==> config.mk <==
export PLATFORM = sky130hd
export DESIGN_NAME = pokey_clock_gen_multi
export DESIGN_NICKNAME = d
export VERILOG_FILES = /design/src/rtl/pokey_clk_pkg.sv /design/src/rtl/pokey_tick_divider.sv /design/src/rtl/pokey_clock_gen_multi.sv
export SDC_FILE = /design/constraint.sdc
export NUM_CORES = 1
export LEC_CHECK = 0
export CAP_MARGIN = 10
export CORE_ASPECT_RATIO = 0.6
export CORE_MARGIN = 2
export CORE_UTILIZATION = 40
export DETAILED_ROUTE_END_ITERATION = 10
export PLACE_DENSITY = 0.71
export SYNTH_ARGS = -nofsm -noshare
export SYNTH_HDL_FRONTEND = slang
export SYNTH_SLANG_ARGS = --single-unit
==> constraint.sdc <==
create_clock -name clk -period 2.11 [get_ports clk]
set_clock_uncertainty 0.15 [all_clocks]
set_input_delay 0.422 -clock clk [delete_from_list [all_inputs] [get_ports clk]]
set_output_delay 0.422 -clock clk [all_outputs]
set_load 0.005 [all_outputs]
==> src/rtl/pokey_clk_pkg.sv <==
// Shared encodings and default divider ratios for the POKEY timebase.
package pokey_clk_pkg;

  typedef logic [1:0] clk_src_t;

  localparam clk_src_t CLK_FAST_SRC = 2'b00;
  localparam clk_src_t CLK_SLOW_SRC = 2'b01;
  localparam clk_src_t CLK_FULL_SRC = 2'b10;
  localparam clk_src_t CLK_OFF_SRC  = 2'b11;

  localparam int DEF_DIV_FAST = 28;
  localparam int DEF_DIV_SLOW = 114;

endpackage

==> src/rtl/pokey_tick_divider.sv <==
// Down-counting tick divider: one-clk tick every DIV enn-qualified edges, all state on negedge clk.
module pokey_tick_divider
  import pokey_clk_pkg::*;
#(
  parameter int DIV   = DEF_DIV_FAST,
  parameter int CNT_W = 7
) (
  input  logic clk,
  input  logic init,
  input  logic enn,
  input  logic reload,
  output logic tick_next,
  output logic tick
);

  localparam logic [CNT_W-1:0] LOAD = CNT_W'(DIV - 1);

  logic [CNT_W-1:0] cnt_q, cnt_d;
  logic             tick_q, tick_d;

  always_comb begin
    cnt_d  = cnt_q;
    tick_d = 1'b0;
    // A reload restarts the phase and swallows a tick that would land on the same edge.
    if (reload) begin
      cnt_d = LOAD;
    end else if (enn) begin
      if (cnt_q == '0) begin
        cnt_d  = LOAD;
        tick_d = 1'b1;
      end else begin
        cnt_d = cnt_q - CNT_W'(1);
      end
    end
  end

  always_ff @(negedge clk) begin
    if (init) begin
      cnt_q  <= LOAD;
      tick_q <= 1'b0;
    end else begin
      cnt_q  <= cnt_d;
      tick_q <= tick_d;
    end
  end

  assign tick_next = tick_d;
  assign tick      = tick_q;

endmodule

==> src/rtl/pokey_clock_gen_multi.sv <==
// POKEY timebase: fast/slow tick dividers plus per-channel source select and keyboard scan clock.
// Optional macro CLKGEN_RESYNC_EN adds a resync input that restarts both divider phases.
module pokey_clock_gen_multi
  import pokey_clk_pkg::*;
#(
  parameter int NUM_CH   = 4,
  parameter int DIV_FAST = DEF_DIV_FAST,
  parameter int DIV_SLOW = DEF_DIV_SLOW,
  parameter int CNT_W    = 7
) (
  input  logic                  clk,
  input  logic                  init,
  input  logic                  enn,
`ifdef CLKGEN_RESYNC_EN
  input  logic                  resync,
`endif
  input  logic [2*NUM_CH-1:0]   ch_sel,
  output logic [NUM_CH-1:0]     aud_tick,
  output logic                  tick_fast,
  output logic                  tick_slow,
  output logic                  keyb_clk
);

  logic reload;
`ifdef CLKGEN_RESYNC_EN
  assign reload = resync;
`else
  assign reload = 1'b0;
`endif

  logic fast_next, slow_next;

  pokey_tick_divider #(.DIV(DIV_FAST), .CNT_W(CNT_W)) u_fast (
    .clk       (clk),
    .init      (init),
    .enn       (enn),
    .reload    (reload),
    .tick_next (fast_next),
    .tick      (tick_fast)
  );

  pokey_tick_divider #(.DIV(DIV_SLOW), .CNT_W(CNT_W)) u_slow (
    .clk       (clk),
    .init      (init),
    .enn       (enn),
    .reload    (reload),
    .tick_next (slow_next),
    .tick      (tick_slow)
  );

  logic [NUM_CH-1:0] aud_tick_q, aud_tick_d;
  logic              keyb_clk_q, keyb_clk_d;

  // Channels pick the divider's next value so they align with tick_fast/tick_slow.
  for (genvar k = 0; k < NUM_CH; k++) begin : g_ch
    clk_src_t sel;
    logic     ch_d;
    assign sel = clk_src_t'(ch_sel[2*k +: 2]);
    always_comb begin
      ch_d = 1'b0;
      case (sel)
        CLK_FAST_SRC: ch_d = fast_next;
        CLK_SLOW_SRC: ch_d = slow_next;
        CLK_FULL_SRC: ch_d = enn;
        default:      ch_d = 1'b0;
      endcase
    end
    assign aud_tick_d[k] = ch_d & ~reload;
  end

  assign keyb_clk_d = ~slow_next;

  always_ff @(negedge clk) begin
    if (init) begin
      aud_tick_q <= '0;
      keyb_clk_q <= 1'b1;
    end else begin
      aud_tick_q <= aud_tick_d;
      keyb_clk_q <= keyb_clk_d;
    end
  end

  assign aud_tick = aud_tick_q;
  assign keyb_clk = keyb_clk_q;

endmodule

After elaboration in Yosys (flattened, before gate mapping)
Index checks and enable logic that the tools add are counted.

storage, ports and cells
  bits in registers = 21
  bits in latches = 0
  bits in writable memories = 0
  memory bits (read-only) = 0
  input port bits = 11
  logic and storage cells = 33
  memories = 0

operators by class
  add/subtract/negate cells = 2
  multiply operators = 0
  div/mod/pow operators = 0
  $lt $le $gt $ge = 0
  equal/unequal tests = 8
  shift-type cells = 0
  muxes and demuxes = 10
  bitwise logic cells = 1
  reductions and logical operators = 6

operators with widths
  operator                                           count
  logical NOT 7 bit                                  2
  2-to-1 mux 7 bit                                   2
  subtractor 7 x 1 -> 7 bit (second input constant)  2
  case mux 1 bit (3 select lines)                    4
  == test 2 x 1 -> 1 bit (second input constant)     4
  == test 2 bit (second input constant)              4
  logical NOT 2 bit                                  4
  2-to-1 mux 1 bit                                   4
  inverter 1 bit                                     1

Logic depth before layout (Yosys ltp)
  depth after elaboration = 4
  mapped depth = 6
  gate-level depth less buffers = 5

Modules after synthesis
From an unflattened synthesis, not the netlist that was laid out.

unflattened totals
  cell total of the unflattened synthesis = 129
  area, all modules = 1104.8 um2

by module, submodules not included
  module                        instances  cells each  area each (um2)
  pokey_tick_divider at u_slow  1          54          455.4
  pokey_tick_divider at u_fast  1          52          427.9
  pokey_clock_gen_multi         1          23          221.5

==> results.toml <==
[outcome]
status = "finished with violations"
violations = "setup timing"

[synthesis]
synth_nets = 136
seq_area_frac_synth = 0.396
synth-seq-cells = 21
synth_top_area_cell = "dfxtp_1"
synth_cell_types = 37
syn_inst = 122
yosys_warnings = 0
syn_area_sq_um = 1060
synth_top_area_share = 0.396
postSynthAreaPerCell_sq_um = 8.71
synth_area_leaders = "dfxtp_1 40%, inv_1 4.9%, and3b_1 4.9%"

[global_route]
antenna_found_initial = 0
grt_overflow = 0
grt_max_degree = 13
grtUsageMet2 = 0.319
grt_pass1_vias = 1041
grt_use_met1 = 0.207
grtUsageMet3 = 0.100
grt_util_all_layers = 0.191
busiest_layer = "met2"
grt_pass1_wl_um = 4490

[die]
die_width_um = 70.5
initial_core_util = 0.424
io_pins = 18
fp-row-count = 14
coreArea_sq_um = 2500
die-area_sq_um = 3100
die_y_um = 43.9

[power_and_ir_drop]
p_clk_frac = 0.480
internal_power_w = 0.000803
p_comb_frac = 0.135
p_leak_nw = 0.804
finalPower_w = 0.00113
switchingPower_w = 0.000332
powerDensity_nw_per_um2 = 674
seqPwrFrac = 0.385
worst_ir_drop_vdd_mv = 0.378
p_sw_frac = 0.292

[drt]
drt_wl_total_um = 2970
firstDrtPassIters = 6
vias = 1107
drc = 0
drtAntennaViolNets = 0
viasPerCell = 5.32
wl_per_cell_um = 14.3
drt_iter0_markers = 36

[worst_setup_path]
rr_worst_depth = 5
critPathKind = "input pin to register"
crit_path_start_kind = "input pin"
cp.arrival_ns = 1.51
end_kind = "register"
reg2reg_slack_ns = 0.07
worstPathRequired_ns = 1.18
crit_fanout = 2
crit_path_start = "enn"
worstReg2RegStart = "u_slow.cnt_q[1]"
r2r_end = "aud_tick[1]"

[cells_and_area]
drive_above_1_share = 0.358
diodes = 0
mostFrequentLayoutCell = "inv_1"
mostFrequentLayoutCells = "32 x inv_1, 19 x dfxtp_1, 14 x buf_4, 12 x nand2_1, 6 x buf_2"
final_net_count = 191
fillCellCount = 195
areaGrowthSynthToFinish_pct = 58.4

[cts]
ctsHoldBuffers = 0
cts_sinks = 21
cts.htree.levels = 1
cts_buffers = 3
cts_tree = "done"
cts_buffer_depth = 2
insertion_delay_ns = 0.34
clkTransAtPathRegs_ns = 0.04
clockRootBuffer = "clkbuf_8"

[min_path]
worst_hold_path.endpoint = "u_slow.cnt_q[1]"
hold_depth = 2
hold_path_class = "register to register"
holdCritStartpoint = "u_slow.cnt_q[1]"

[placed_design]
dp_slack_ns = -1.06
place.port_buffers = 17
post-dp-hpwl_um = 1820
place.gp.congestion = 0.765

[timing]
setup_violations = 24
worst_pin_slew_ns = 0.668
rsz0062_at_grt = "true"
final_max_slew_viol_count = 0
relSlewSlack = 0.551
hold_viol = 0
fin_ws_ns = -0.336

[flow_run]
max_cap_violations = 0
-- power by group through the flow --
stage | sequential (W) | combinational [W] | clock [W]
after floorplan | 0.000436 | 0.0000770 | 0.0000638
after global placement | 0.000439 | 0.000123 | 0.0000638
after detailed placement | 0.000440 | 0.000127 | 0.0000638
after CTS | 0.000435 | 0.000150 | 0.000563
after global routing | 0.000438 | 0.000166 | 0.000601
final | 0.000436 | 0.000154 | 0.000544
-- stage by stage --
step,TNS (ns),std cells,cell area [sq um],util,hold slack (ns)
floorplan,-4.41,122,1120,-,0.313
CTS,-5.17,209,1640,0.653,0.353
global placement,-19.22,179,1380,0.551,0.326
detailed placement,-19.92,179,1380,0.551,0.336
global route,-4.05,208,1680,0.672,0.389
finish,-3.57,208,1680,0.672,0.363
-- worst max path at each step --
stage / endpoint / cells after the start / slack (ns)
floorplan: u_fast.cnt_q[5] / 3 / -0.55
global placement: u_fast.cnt_q[5] / 4 / -1.04
CTS: u_fast.cnt_q[5] / 4 / -0.38
finish: u_fast.cnt_q[5] / 4 / -0.34
global route: u_fast.cnt_q[5] / 4 / -0.32
detailed placement: u_fast.cnt_q[5] / 4 / -1.06
-- sequential cells by signal (all words and copies together), names as in the netlist --
signal / cells
keyb_clk: 1
aud_tick: 4
u_slow.cnt_q: 7
u_fast.cnt_q: 7
u_slow.tick: 1
u_fast.tick: 1
-- cell usage after synthesis --
cell / instances
o32ai_1: 1
dfxtp_1: 21
o31a_1: 1
o31ai_1: 1
nor2b_1: 4
nand4_1: 1
or4b_1: 1
buf_2: 1
nand3b_1: 1
nand2_1: 12
nor4_1: 1
or3_1: 2
nor3_1: 2
a31oi_1: 5
and3b_1: 6
and2_1: 1
xnor2_1: 1
or4_1: 1
and4_1: 1
a31o_2: 1
xor2_1: 1
buf_6: 1
mux2i_1: 1
nand3_1: 3
o211a_1: 2
inv_1: 14
or3b_2: 2
nor2_1: 4
or4_4: 1
a21oi_1: 5
o22ai_2: 4
nor4b_1: 3
o21ai_0: 8
ha_1: 3
o22ai_1: 1
a211oi_1: 1
clkbuf_1: 3
-- kinds of logic (layout without fill, tap and decap cells) --
logic type / Yosys count / after routing / synth area share
flip-flops: 21 / 21 / 0.396
adder cells (fa/ha/maj): 3 / 3 / 0.0353
multiplexers: 1 / 1 / 0.00942
buffers and inverters: 19 / 73 / 0.0754
AND/OR/NAND/NOR: 46 / 46 / 0.266
XOR/XNOR: 2 / 2 / 0.0165
AO/OA/AOI/OAI: 30 / 30 / 0.201
-- metal layers --
metal | vias to the layer above | wire length [um]
met2 | 38 | 1460
met5 | - | 0
li1 | 549 | -
met1 | 512 | 1260
met3 | 8 | 208
met4 | 0 | 46
-- critical path: stages --
cell and delay, ns:
buf_8 0.07, or4b_4 0.46, or4_4 0.43, a21oi_2 0.13
-- timing repair --
item,4_1_cts,5_1_grt
pin swaps,14,10
gates resized for setup,61,15
endpoints found under the setup margin,28,28
setup buffers,7,0
-- cell type report --
class	count	area, sq um	share of cell area
well taps	32	40.0	0.0238
clock buffers	3	41.3	0.0245
multi-input cells	82	706	0.419
inverters	13	56.3	0.0335
flip-flops and latches	21	423	0.251
repair buffers	35	308	0.183
clock inverters	22	109	0.0647
(Power assumes the default switching activity.)
